<file path="src/rtl/difftest_log_event_if.sv">
// Dump/clear request and log-record bundle for difftest_log_event.
// The master drives requests and consumes records; the slave is the logger.
interface difftest_log_event_if #(
  parameter int unsigned INDEX_W = 8,
  parameter int unsigned CNT_W   = 32,
  parameter int unsigned SEQ_W   = 16
);
  logic               dump_req;
  logic               clear_req;
  logic               out_valid;
  logic [INDEX_W-1:0] out_index;
  logic [CNT_W-1:0]   out_value;
  logic [CNT_W-1:0]   out_delta;
  logic               out_wrap;
  logic [SEQ_W-1:0]   out_seq;

  modport master (
    output dump_req, clear_req,
    input  out_valid, out_index, out_value, out_delta, out_wrap, out_seq
  );

  modport slave (
    input  dump_req, clear_req,
    output out_valid, out_index, out_value, out_delta, out_wrap, out_seq
  );
endinterface

</file>
<file path="src/rtl/difftest_log_event.sv">
// Per-event performance-log sink: samples a free-running counter and, on a dump
// request, emits one registered record with value, delta, wrap flag and sequence.
module difftest_log_event #(
  parameter              NAME    = "event",
  parameter int unsigned INDEX_W = 8,
  parameter int unsigned CNT_W   = 32,
  parameter int unsigned SEQ_W   = 16
) (
  input  logic               clk,
  input  logic [INDEX_W-1:0] index,
  input  logic [CNT_W-1:0]   counter,
  input  logic               rst,
  difftest_log_event_if.slave bus
);

  // NAME only tags the instance in logs; it has no effect on the datapath.
  if ($bits(NAME) == 0) begin : gUntagged
  end

  logic               armedQ;
  logic [CNT_W-1:0]   prevQ;
  logic [CNT_W-1:0]   baselineQ;
  logic               wrapSeenQ;
  logic               wrapSeenD;
  logic [SEQ_W-1:0]   seqQ;

  logic               validQ;
  logic [INDEX_W-1:0] indexQ;
  logic [CNT_W-1:0]   valueQ;
  logic [CNT_W-1:0]   deltaQ;
  logic               wrapQ;
  logic [SEQ_W-1:0]   outSeqQ;

  logic               decNow;
  logic               rebase;
  logic [CNT_W-1:0]   delta;

  // armedQ masks the first post-reset compare against the zeroed prevQ.
  always_comb begin
    decNow    = armedQ && (counter < prevQ);
    rebase    = bus.dump_req || bus.clear_req;
    delta     = counter - baselineQ;
    wrapSeenD = wrapSeenQ;
    if (rebase) begin
      wrapSeenD = 1'b0;
    end else if (decNow) begin
      wrapSeenD = 1'b1;
    end
  end

  always_ff @(posedge clk or negedge rst) begin
    if (!rst) begin
      armedQ    <= 1'b0;
      prevQ     <= '0;
      baselineQ <= '0;
      wrapSeenQ <= 1'b0;
      seqQ      <= '0;
    end else begin
      armedQ    <= 1'b1;
      prevQ     <= counter;
      wrapSeenQ <= wrapSeenD;
      if (rebase) begin
        baselineQ <= counter;
      end
      if (bus.dump_req) begin
        seqQ <= seqQ + SEQ_W'(1);
      end
    end
  end

  // Record fields hold their last values between dumps; only validQ pulses.
  always_ff @(posedge clk or negedge rst) begin
    if (!rst) begin
      validQ  <= 1'b0;
      indexQ  <= '0;
      valueQ  <= '0;
      deltaQ  <= '0;
      wrapQ   <= 1'b0;
      outSeqQ <= '0;
    end else begin
      validQ <= bus.dump_req;
      if (bus.dump_req) begin
        indexQ  <= index;
        valueQ  <= counter;
        deltaQ  <= delta;
        wrapQ   <= wrapSeenQ | decNow;
        outSeqQ <= seqQ;
      end
    end
  end

  assign bus.out_valid = validQ;
  assign bus.out_index = indexQ;
  assign bus.out_value = valueQ;
  assign bus.out_delta = deltaQ;
  assign bus.out_wrap  = wrapQ;
  assign bus.out_seq   = outSeqQ;

endmodule

</file>
<file path="src/flat_wrapper.sv">
// flat-port wrapper written by rule: the top's interface ports become plain ports
module difftest_log_event_flat 
#(
  parameter              NAME    = "     ",
  parameter int unsigned INDEX_W = 8,
  parameter int unsigned CNT_W   = 32,
  parameter int unsigned SEQ_W   = 16
)
  (clk, index, counter, rst, bus_dump_req, bus_clear_req, bus_out_valid, bus_out_index, bus_out_value, bus_out_delta, bus_out_wrap, bus_out_seq);
  difftest_log_event_if #(.INDEX_W(INDEX_W), .CNT_W(CNT_W), .SEQ_W(SEQ_W)) bus_i ();
  input  logic clk;
  input  logic [INDEX_W-1:0] index;
  input  logic [CNT_W-1:0] counter;
  input  logic rst;
  input wire logic [$bits(bus_i.dump_req)-1:0] bus_dump_req;
  input wire logic [$bits(bus_i.clear_req)-1:0] bus_clear_req;
  output wire logic [$bits(bus_i.out_valid)-1:0] bus_out_valid;
  output wire logic [$bits(bus_i.out_index)-1:0] bus_out_index;
  output wire logic [$bits(bus_i.out_value)-1:0] bus_out_value;
  output wire logic [$bits(bus_i.out_delta)-1:0] bus_out_delta;
  output wire logic [$bits(bus_i.out_wrap)-1:0] bus_out_wrap;
  output wire logic [$bits(bus_i.out_seq)-1:0] bus_out_seq;
  assign bus_i.dump_req = bus_dump_req;
  assign bus_i.clear_req = bus_clear_req;
  assign bus_out_valid = bus_i.out_valid;
  assign bus_out_index = bus_i.out_index;
  assign bus_out_value = bus_i.out_value;
  assign bus_out_delta = bus_i.out_delta;
  assign bus_out_wrap = bus_i.out_wrap;
  assign bus_out_seq = bus_i.out_seq;
  difftest_log_event #(.NAME(NAME), .INDEX_W(INDEX_W), .CNT_W(CNT_W), .SEQ_W(SEQ_W)) u_core (.clk(clk), .index(index), .counter(counter), .rst(rst), .bus(bus_i));
endmodule
</file>
<file path="config.mk">
export PLATFORM = sky130hd
export DESIGN_NAME = difftest_log_event_flat
export DESIGN_NICKNAME = d
export VERILOG_FILES = /design/src/rtl/difftest_log_event_if.sv /design/src/rtl/difftest_log_event.sv /design/src/flat_wrapper.sv
export SDC_FILE = /design/constraint.sdc
export NUM_CORES = 1
export LEC_CHECK = 0
export ABC_AREA = 1
export CORE_MARGIN = 10
export CORE_UTILIZATION = 30
export DETAILED_ROUTE_END_ITERATION = 8
export PLACE_DENSITY_LB_ADDON = 0.12
export RECOVER_POWER = 50
export SETUP_SLACK_MARGIN = 0.02
export SYNTH_ARGS = -nofsm -noshare
export SYNTH_HDL_FRONTEND = slang
export SYNTH_SLANG_ARGS = --single-unit
export TNS_END_PERCENT = 20
</file>
<file path="constraint.sdc">
create_clock -name clk -period 2.1 [get_ports clk]
set_clock_uncertainty 0.1 [all_clocks]
set_input_delay 0.21 -clock clk [delete_from_list [all_inputs] [get_ports clk]]
set_output_delay 0.21 -clock clk [all_outputs]
set_load 0.02 [all_outputs]
</file>
==> metrics.md <==
| Metric | Value |
|---|---|
| MaxCap Viol Count | 0 |
| Syn Inst Count | 1127 |
| Synth Area in Adders | just under 9% |
| Commonest register cell after synthesis | dfrtp_1 |
| Post-route DRC violation count | 0 |
| Most frequent cell after synthesis | nand2_1 |
| Inserted Clock Buffers | 17 |
| Run status | completed |
| Source-to-sink clock delay at the later pin of the worst-skew pair | 440 ps |
| Top cells by instance count after synthesis | 351 x nand2_1, 183 x inv_1, 172 x dfrtp_1 |
| Drt first pass iters | 4 |
| Number of cell instances on the worst register-to-register path | 12 |
| Number of placed instances with taps included | 1742 |
| Number of top-level pins | about 130 |
| M2 GR Usage | a little under a quarter |
| Routing usage on met3 | around 3.2% |
| H-tree levels | 4 |
| Antenna diode count | 0 |
| Setup slack, reg-to-reg | between 20 and 25 ps |
| Number of pins exceeding their max-slew limit in the final report | 0 |
| Clock period minus final worst setup slack | ~2100 ps |
| Flops & latches, synth | 172 |
| Std cell rows | 63 |
| Initial standard-cell utilization of the core | between 30% and 40% |
| Power Density | approximately 810 mW/mm² |
| Hold slack | 146 ps |
| Leakage power summed over all cells | between 6 and 7 nW |
| Start point of the critical path | u_core.baselineQ[0] |
| Initial DRC count | 347 |
| Setup TNS | 0 ps |
| Dominant cells by area after synthesis | dfrtp_1 48%, nand2_1 15%, ha_1 8.7% |
| Largest net degree at the start of global routing | approximately 110 |
| Post-synthesis sequential area ratio | 47.6% |
| Utilization after layout | between 40 and 50% |
| Share of the synthesized netlist area taken by xor and xnor gates | approximately 2.6% |
| Multi-input combinational cell area | roughly 0.0043 mm² |
| Setup slack of the critical path after layout | approximately 24 ps |
| Global route hottest layer | met2 |
| Clock root buffer | clkbuf_16 |
| Register clock-pin slew on the reported worst setup and hold paths | approximately 70 ps |
| M1 GR Usage | 18.3% |
| Worst Hold Path Cells | 1 |
| Mean area per synthesized cell | between 8 and 9 µm² |
| Worst reg2reg path startpoint | u_core.baselineQ[0] |
| Max_slew headroom | approximately 10% |
| Maximum fanout along the worst path | 3 |
| Final instance count without filler cells | 1780 |
| Arrival time reported for the critical path endpoint | approximately 2300 ps |
| Total wire length | 26.0 mm |
| Sink Count | 172 |
| Synth warn | 0 |
| Path class of the lowest-slack min-delay path | in -> reg |
| Fillcell total | 3061 |
| Number of enable-type register cells in the synthesized netlist | 0 |
| Actual slew at the worst max-slew pin | approximately 1400 ps |
| Compound-cell area share of the yosys netlist | approximately a tenth |
| DP Worst Slack | -474 ps |
| Via count | roughly 7700 |
| Height of the die | 194 µm |
| Final setup violation count | 0 |
| Share of synthesized area spent on multiplexers | 0% |
| Area after DPL | approximately 0.012 mm² |
| Placeable Area | between 0.02 and 0.03 mm² |
| Category of the worst setup path capture point | flop |
| Half-perimeter wire length after detailed placement | between 15 and 20 mm |
| Total routing usage reported by global routing | between 10 and 15% |
| Final instance area | roughly 0.013 mm² |
| F_max | 482 MHz |
| Cell type with the highest aggregate area in the netlist | dfrtp_1 |
| Final routed wire length divided by cell count | around 15 µm |
| Number of antenna-violating nets in the routed design | 0 |
| Max clock buf depth | 2 |
| Clock tree from TritonCTS | done |
| Share of post-route cells with drive strength above 1 | between 10% and 20% |
| Die outline area | between 0.03 and 0.04 mm² |
| Proportion of synthesized flip-flops having asynchronous set or reset | 100% |
| Crit Path Class | reg -> reg |
| Capture instance of the worst register-to-register path | u_core.bus.out_delta[26] |
| Antenna violations before repair | 1 |
| Final Power | approximately 10 mW |
| Simple logic cell fraction of the synthesized area | 21.6% |
| Combined flip-flop and latch cell area | 0.00430 mm² |
| Startpoint type of the worst setup path | flop |
| Wire length of the first global-routing pass | between 40 and 50 mm |
| Net count of the mapped netlist | around 1200 |
| X dimension of the die | between 150 and 200 µm |
| Final layout net count | ~1500 |
| Required time of the critical path | ~2300 ps |
| Main combinational cell family by area after synthesis | simple AND/OR/NAND/NOR gates |
| Remaining global-route overflow | 0 |
| Setup crit end | u_core.bus.out_delta[26] |
| Post-synthesis instance area | between 0.009 and 0.01 mm² |
| Synth top area share | between 40 and 50% |
| Port bufs | between 100 and 150 |
| Distinct cell type count of the synthesized netlist | 37 |
| Unrepaired setup endpoints after global routing | true |
| Post-synthesis to final-layout area growth | 40.6% |
| Tcrit/Tclk final | 98.8% |
| Via density per instance | roughly 4.3 |
| Via count of the first global-routing pass | a little under 8000 |
| Gpl congestion | 0.863 |
| Number of endpoints with negative hold slack in the final report | 0 |
| Worst VDD drop | roughly 430 µV |
==> logic make-up after synthesis <==
kind of cell / after synthesis
other: 1
buffers and inverters: 215
AO/OA/AOI/OAI: 177
adder cells (fa/ha/maj): 64
XOR/XNOR: 27
AND/OR/NAND/NOR: 471
flip-flops: 172
==> cells in the final DEF (no fill, tap or decap), types with 30 or more instances in the layout <==
master | synthesis | layout
nand2_1 | 351 | 321
inv_1 | 183 | 181
dfrtp_1 | 172 | 172
buf_4 | 1 | 113
clkdlybuf4s50_1 | 0 | 103
o21ai_0 | 113 | 102
ha_1 | 63 | 47
nor2_1 | 49 | 39
a21oi_1 | 50 | 32
nand3_1 | 34 | 31
dlygate4sd3_1 | 0 | 30
==> where the power goes <==
part           switching [mW]  internal, mW
clock                    1.56          1.58
combinational            1.75          1.43
sequential              0.279          3.74
==> worst min path at each step <==
stage / from / endpoint
3_3_place_gp: rst / u_core.bus.out_value[2]
3_5_place_dp: rst / u_core.prevQ[3]
5_1_grt: counter[0] / u_core.prevQ[0]
2_1_floorplan: rst / u_core.armedQ
4_1_cts: counter[0] / u_core.prevQ[0]
6_report: counter[0] / u_core.prevQ[0]
==> timing repair <==
action                     4_1_cts  5_1_grt
setup endpoints to repair       14       26
gates resized for setup          8      100
setup buffers                    1        4
hold endpoints to repair        43        0
pin swaps                        3       21
hold buffers                     1        0
==> sequential cells by signal, indices dropped and copies added (netlist names) <==
signal,flops
u_core.baselineQ,32
u_core.bus.out_wrap,1
u_core.bus.out_index,8
u_core.bus.out_value,32
u_core.armedQ,1
u_core.bus.out_valid,1
u_core.seqQ,16
u_core.bus.out_delta,32
u_core.wrapSeenQ,1
u_core.bus.out_seq,16
u_core.prevQ,32
==> layout make-up <==
type                       count  share of cell area, %
sequential                   172                   33.9
tap                          390                   3.84
multi-input combinational    740                   34.0
inverter                     188                   5.60
clock inverter                15                   1.15
timing repair buffer         258                   18.1
clock buffer                  17                   3.35
==> routing by layer <==
layer	up-vias	routed length [µm]
li1	4023	-
met1	3565	12300
met2	98	12300
met3	14	1100
met4	2	273
met5	-	13
==> critical path: stages (launching register included) <==
cell and delay (ps):
dfrtp_1 410, ha_4 180, fa_2 410, o21ai_4 200
nand2_2 80, nand2_2 110, nand2_1 80, nand2_2 90
nand2_2 70, nand2_1 70, nand2_1 50, nand3_2 60
nand2_1 50
Power figures use the tool's default switching activity.
